### config.mk
export PLATFORM = sky130hd
export DESIGN_NAME = seg_scan_n_flat
export DESIGN_NICKNAME = d
export VERILOG_FILES = /design/src/rtl/seg_scan_n_if.sv /design/src/rtl/seg_scan_n.sv /design/src/flat_wrapper.sv
export SDC_FILE = /design/constraint.sdc
export NUM_CORES = 1
export LEC_CHECK = 0
export BUFFER_PORTS_ARGS = -buffer_cell sky130_fd_sc_hd__buf_2
export CORE_MARGIN = 1
export CORE_UTILIZATION = 47
export CTS_CLUSTER_DIAMETER = 100
export DETAILED_ROUTE_END_ITERATION = 10
export PLACE_DENSITY_LB_ADDON = 0.3
export SYNTH_ARGS = -nofsm -noshare
export SYNTH_HDL_FRONTEND = slang
export SYNTH_SLANG_ARGS = --single-unit
### constraint.sdc
create_clock -name clk -period 5 [get_ports clk]
set_input_delay 0.25 -clock clk [delete_from_list [all_inputs] [get_ports clk]]
set_output_delay 0.25 -clock clk [all_outputs]
set_load 0.02 [all_outputs]
### src/rtl/seg_scan_n_if.sv
// Bus between the CPU write path / board pins and the multiplexed display scanner.
// Valid/ready is not used: load is a single-cycle write strobe, the other inputs are level signals.
interface seg_scan_n_if #(
    parameter int DIGITS = 8
) ();
    logic                  load;
    logic [4*DIGITS-1:0]   data;
    logic [DIGITS-1:0]     dp;
    logic                  blank_lz;
    logic [DIGITS-1:0]     blink_mask;
    logic [DIGITS-1:0]     ena;
    logic [7:0]            light;
    logic                  frame;

    modport master (
        output load, data, dp, blank_lz, blink_mask,
        input  ena, light, frame
    );

    modport slave (
        input  load, data, dp, blank_lz, blink_mask,
        output ena, light, frame
    );
endinterface

### src/rtl/seg_scan_n.sv
// N-digit multiplexed 7-segment scanner with prescaler, decimal points,
// leading-zero blanking, per-digit blink and a frame strobe.
module seg_scan_n #(
    parameter int DIGITS       = 8,
    parameter int DIV          = 2000,
    parameter int BLINK_FRAMES = 64
) (
    input  logic        clk,
    input  logic        rst,
    seg_scan_n_if.slave bus
);
    localparam int CW = (DIV > 1) ? $clog2(DIV) : 1;
    localparam int IW = $clog2(DIGITS);
    localparam int BW = (BLINK_FRAMES > 1) ? $clog2(BLINK_FRAMES) : 1;
    localparam logic [CW-1:0] CNT_LAST   = CW'(DIV - 1);
    localparam logic [IW-1:0] IDX_LAST   = IW'(DIGITS - 1);
    localparam logic [BW-1:0] BLINK_LAST = BW'(BLINK_FRAMES - 1);

    logic [4*DIGITS-1:0] sh_data;
    logic [DIGITS-1:0]   sh_dp;
    logic [CW-1:0]       cnt;
    logic [IW-1:0]       idx;
    logic [BW-1:0]       bcnt;
    logic                phase;
    logic                tick;
    logic                wrap;
    logic [DIGITS-1:0]   zero_run;
    logic [3:0]          nib;
    logic                blanked;

    function automatic logic [7:0] seg7(input logic [3:0] v);
        logic [7:0] s;
        case (v)
            4'h0: s = 8'hFC;
            4'h1: s = 8'h60;
            4'h2: s = 8'hDA;
            4'h3: s = 8'hF2;
            4'h4: s = 8'h66;
            4'h5: s = 8'hB6;
            4'h6: s = 8'hBE;
            4'h7: s = 8'hE0;
            4'h8: s = 8'hFE;
            4'h9: s = 8'hE6;
            4'hA: s = 8'hEE;
            4'hB: s = 8'h3E;
            4'hC: s = 8'h9C;
            4'hD: s = 8'h7A;
            4'hE: s = 8'h9E;
            default: s = 8'h8E;
        endcase
        return s;
    endfunction

    assign tick = (cnt == CNT_LAST);
    assign wrap = tick && (idx == IDX_LAST);

    // zero_run[i]: digits i..DIGITS-1 all hold nibble 0 with dp clear.
    always_comb begin : lz_scan
        logic run;
        run      = 1'b1;
        zero_run = '0;
        for (int i = DIGITS - 1; i >= 0; i--) begin
            run         = run && (sh_data[4*i +: 4] == 4'h0) && !sh_dp[i];
            zero_run[i] = run;
        end
    end

    always_comb begin
        nib     = sh_data[{idx, 2'b00} +: 4];
        blanked = (bus.blink_mask[idx] && phase) ||
                  (bus.blank_lz && (idx != '0) && zero_run[idx]);
    end

    always_ff @(posedge clk or negedge rst) begin
        if (!rst) begin
            sh_data <= '0;
            sh_dp   <= '0;
        end else if (bus.load) begin
            sh_data <= bus.data;
            sh_dp   <= bus.dp;
        end
    end

    always_ff @(posedge clk or negedge rst) begin
        if (!rst) begin
            cnt   <= '0;
            idx   <= '0;
            bcnt  <= '0;
            phase <= 1'b0;
        end else begin
            cnt <= tick ? '0 : cnt + 1'b1;
            if (tick)
                idx <= (idx == IDX_LAST) ? '0 : idx + 1'b1;
            // Blink phase flips once every BLINK_FRAMES completed frames.
            if (wrap) begin
                if (bcnt == BLINK_LAST) begin
                    bcnt  <= '0;
                    phase <= ~phase;
                end else begin
                    bcnt <= bcnt + 1'b1;
                end
            end
        end
    end

    always_ff @(posedge clk or negedge rst) begin
        if (!rst) begin
            bus.ena   <= '0;
            bus.light <= '0;
            bus.frame <= 1'b0;
        end else begin
            bus.ena   <= blanked ? '0 : (DIGITS'(1) << idx);
            bus.light <= blanked ? 8'h00 : (seg7(nib) | {7'b0, sh_dp[idx]});
            bus.frame <= wrap;
        end
    end
endmodule

### src/flat_wrapper.sv
// flat-port wrapper written by rule: the top's interface ports become plain ports
module seg_scan_n_flat 
#(
    parameter int DIGITS       = 8,
    parameter int DIV          = 2000,
    parameter int BLINK_FRAMES = 64
)
  (clk, rst, bus_load, bus_data, bus_dp, bus_blank_lz, bus_blink_mask, bus_ena, bus_light, bus_frame);
  seg_scan_n_if #(.DIGITS(DIGITS)) bus_i ();
  input  logic clk;
  input  logic rst;
  input wire logic [$bits(bus_i.load)-1:0] bus_load;
  input wire logic [$bits(bus_i.data)-1:0] bus_data;
  input wire logic [$bits(bus_i.dp)-1:0] bus_dp;
  input wire logic [$bits(bus_i.blank_lz)-1:0] bus_blank_lz;
  input wire logic [$bits(bus_i.blink_mask)-1:0] bus_blink_mask;
  output wire logic [$bits(bus_i.ena)-1:0] bus_ena;
  output wire logic [$bits(bus_i.light)-1:0] bus_light;
  output wire logic [$bits(bus_i.frame)-1:0] bus_frame;
  assign bus_i.load = bus_load;
  assign bus_i.data = bus_data;
  assign bus_i.dp = bus_dp;
  assign bus_i.blank_lz = bus_blank_lz;
  assign bus_i.blink_mask = bus_blink_mask;
  assign bus_ena = bus_i.ena;
  assign bus_light = bus_i.light;
  assign bus_frame = bus_i.frame;
  seg_scan_n #(.DIGITS(DIGITS), .DIV(DIV), .BLINK_FRAMES(BLINK_FRAMES)) u_core (.clk(clk), .rst(rst), .bus(bus_i));
endmodule
==> flow_metrics.py <==
metrics = {
    "yosys": {
        "synth_top_area_share_pct": 51.6,
        "synthCells": 308,
        "synthArstFlopShare_pct": 100,
        "yosysSeqAreaShare_pct": 51.6,
        "synth-edff-count": 0,
        "synthXorXnorAreaFrac_pct": 2.55,
        "synth-main-ff-cell": "dfrtp_1",
        "yosys.area_share.simple_pct": 11.9,
        "syn-num-nets": 373,
        "synth_fa_ha_area_share_pct": 4.56,
        "synth_cell_types": 43,
        "synthMuxAreaShare_pct": 21.3,
        "synthTopCellsByArea": "dfrtp_1, mux2_2, mux4_2",
        "syn_area_um2": 3780,
        "ys_seq_elements": 78,
        "yosysWarnings": 0,
        "synth.avg_cell_area_um2": 12.3,
        "synth_top_family_by_area": "multiplexers",
        "yosysTopAreaCell": "dfrtp_1",
        "synth_compound_area_share_pct": 5.29,
    },
    "clocking": {
        "ctsResizeCount": 0,
        "ctsHtreeMaxLevel": 3,
        "cts_inserted_buffers": 9,
        "clkTransAtPathRegs_ns": 0.08,
        "cts_buffer_depth": 2,
        "clock_sinks": 78,
        "clk_latency_ns": 0.35,
        "ctsHoldBuffers": 0,
        "post_cts_buffers": 0,
        "cts_tree": "done",
        "cts_root_buffer": "clkbuf_8",
    },
    "floorplan": {
        "pin_count": 69,
        "rows": 32,
        "die_x_um": 91.7,
        "start_util_pct": 48.7,
        "dieArea_um2": 8420,
        "core_um2": 7770,
        "die_h_um": 91.7,
    },
    "finish": {
        "final_cells": 482,
        "stdcell_area_um2": 4450,
        "diodes": 0,
        "layout-drive-gt1-share_pct": 38.2,
        "area_growth_pct": 17.7,
        "finalNetCount": 440,
    },
    "grt": {
        "globalRouteTotalUtil_pct": 19.0,
        "grt_pass1_vias": 2473,
        "grt_pass1_wl_um": 12300,
        "globalRouteMet2Util_pct": 28.6,
        "use_met1_pct": 26.2,
        "grt_overflow": 0,
        "met3_usage_pct": 5.80,
        "grt_antenna_before_repair": 0,
        "grt_max_degree": 79,
        "grt-busiest-layer": "met2",
    },
    "sta": {
        "fin_crit_sh_pct": 62.0,
        "min_period_ns": 3.10,
        "max_freq_ghz": 0.322,
        "fin_tns_setup_ns": 0,
        "fin_worst_skew_ns": 0.00994,
        "max-slew-margin-rel_pct": 28.2,
        "hold_viol": 0,
        "worstMarginPinSlew_ns": 1.05,
        "setup_viol": 0,
        "rsz0062_at_grt": "false",
        "timing.final.max_slew_violations": 0,
        "hold_ws_ns": 0.0231,
    },
    "detailed_routing": {
        "vias": 2574,
        "drc_errors": 0,
        "via_per_inst": 5.34,
        "ant_nets": 0,
        "dr.first_iter.drc_count": 103,
        "wl_per_cell_um": 15.0,
        "first_pass_iters": 4,
        "routed_wl_um": 7250,
    },
    "critical_path": {
        "end_kind": "flip-flop",
        "worstPathArrival_ns": 3.30,
        "rrSetupSlack_ns": 1.90,
        "r2r-end": "u_core.bus.ena[2]",
        "path_max_fanout": 17,
        "start_kind": "flip-flop",
        "timing.rr.start": "u_core.idx[0]",
        "reg2reg_depth": 7,
        "setup.worst_path.class": "reg -> reg",
        "critPathRequiredTime_ns": 5.20,
    },
    "pwr": {
        "ir_drop_v": 0.000184,
        "cellPowerDensity_nw_per_um2": 326,
        "power.total_w": 0.00145,
        "p_leak_nw": 2.07,
    },
    "placed_design": {
        "io_buffers": 68,
        "dp_hpwl_um": 5160,
        "dp_cells": 466,
        "place_area_um2": 4200,
        "finalWeightedCongestion": 0.842,
    },
    "worst_hold_path": {
        "hold_path.class": "in -> async",
    },
    "status": {
        "status": "finished clean",
    },
    "job": {
        "drv_cap": 0,
    },
}
-- synthesized netlist by cell type, types with 2 or more instances --
master    instances
dfrtp_1          78
mux2_2           42
nor2_1           28
nand2_1          27
ha_1             13
mux4_2           11
inv_1            10
nor3_1           10
nand3_1           7
o21ai_0           7
a21oi_1           6
mux2i_1           6
xnor2_1           6
clkbuf_1          5
xor2_1            5
nand4_1           4
nor3b_1           4
buf_1             3
buf_2             3
nor2b_1           3
or4_1             3
a211oi_1          2
a311oi_1          2
nor4_1            2
o22ai_1           2
or4_4             2
-- metrics by stage --
step                      setup slack [ns]  utilization, %
after floorplan                       2.59               -
after global placement                1.98            54.1
after detailed placement              1.88            54.1
after CTS                             1.85            57.3
after global routing                  1.50            57.3
final                                 1.90            57.3
-- worst max-delay path: stages (launching register included) --
cell,delay (ns)
dfrtp_1,0.91
inv_1,0.23
ha_1,0.29
nor2b_1,0.14
nor4_1,0.22
o21ai_0,0.18
o41ai_4,0.83
nor3b_1,0.13
-- where the power goes --
group	switching [W]	internal (W)	leakage [nW]	total [W]
clock	0.000221	0.000360	0.124	0.000581
sequential	0.0000309	0.000674	0.954	0.000705
combinational	0.0000824	0.0000842	0.987	0.000167
-- placed cells by master (no fill, tap or decap), types with 7 or more instances in the layout --
cell type / synthesis / layout
inv_1: 10 / 10
clkbuf_8: 0 / 11
nand3_1: 7 / 7
ha_1: 13 / 13
buf_2: 3 / 67
nor2_1: 28 / 28
dfrtp_1: 78 / 78
nand2_1: 27 / 27
o21ai_0: 7 / 7
mux4_2: 11 / 11
nor3_1: 10 / 9
mux2_2: 42 / 42
-- metal layers --
| metal | up-vias | wire length (um) |
|---|---|---|
| met2 | 65 | 3380 |
| met4 | 0 | 134 |
| met3 | 12 | 331 |
| met1 | 1267 | 3400 |
| li1 | 1230 | - |
| met5 | - | 0 |
-- logic make-up after synthesis --
group | count (synthesis)
xor+xnor | 11
mux | 60
compound gates | 27
flops | 78
fa+ha+maj | 14
buf+inv | 24
simple gates | 94
-- flip-flops by register name, summed over array words and instances, names as in the netlist --
register          cells
u_core.sh_data       32
u_core.cnt           11
u_core.bus.ena        8
u_core.bus.light      8
u_core.sh_dp          8
u_core.bcnt           6
u_core.idx            3
u_core.bus.frame      1
u_core.phase          1
-- how the worst max path moves through the flow --
stage | from | to | cells after the start
floorplan | u_core.idx[0] | u_core.bus.light[1] | 9
global placement | u_core.idx[0] | u_core.bus.ena[0] | 7
detailed placement | u_core.idx[0] | u_core.bus.ena[2] | 7
CTS | u_core.idx[0] | u_core.bus.ena[2] | 7
global route | u_core.idx[0] | u_core.bus.light[2] | 7
finish | u_core.idx[0] | u_core.bus.ena[2] | 7
-- layout make-up --
cell class | count | area [um2]
Clock buffer | 13 | 159
Clock inverter | 3 | 90.1
Fill cell | 658 | 3310
Inverter | 11 | 41.3
Multi-Input combinational cell | 206 | 1730
Sequential cell | 78 | 1950
Tap cell | 102 | 128
Timing Repair Buffer | 69 | 350
Power figures use the tool's default switching activity.
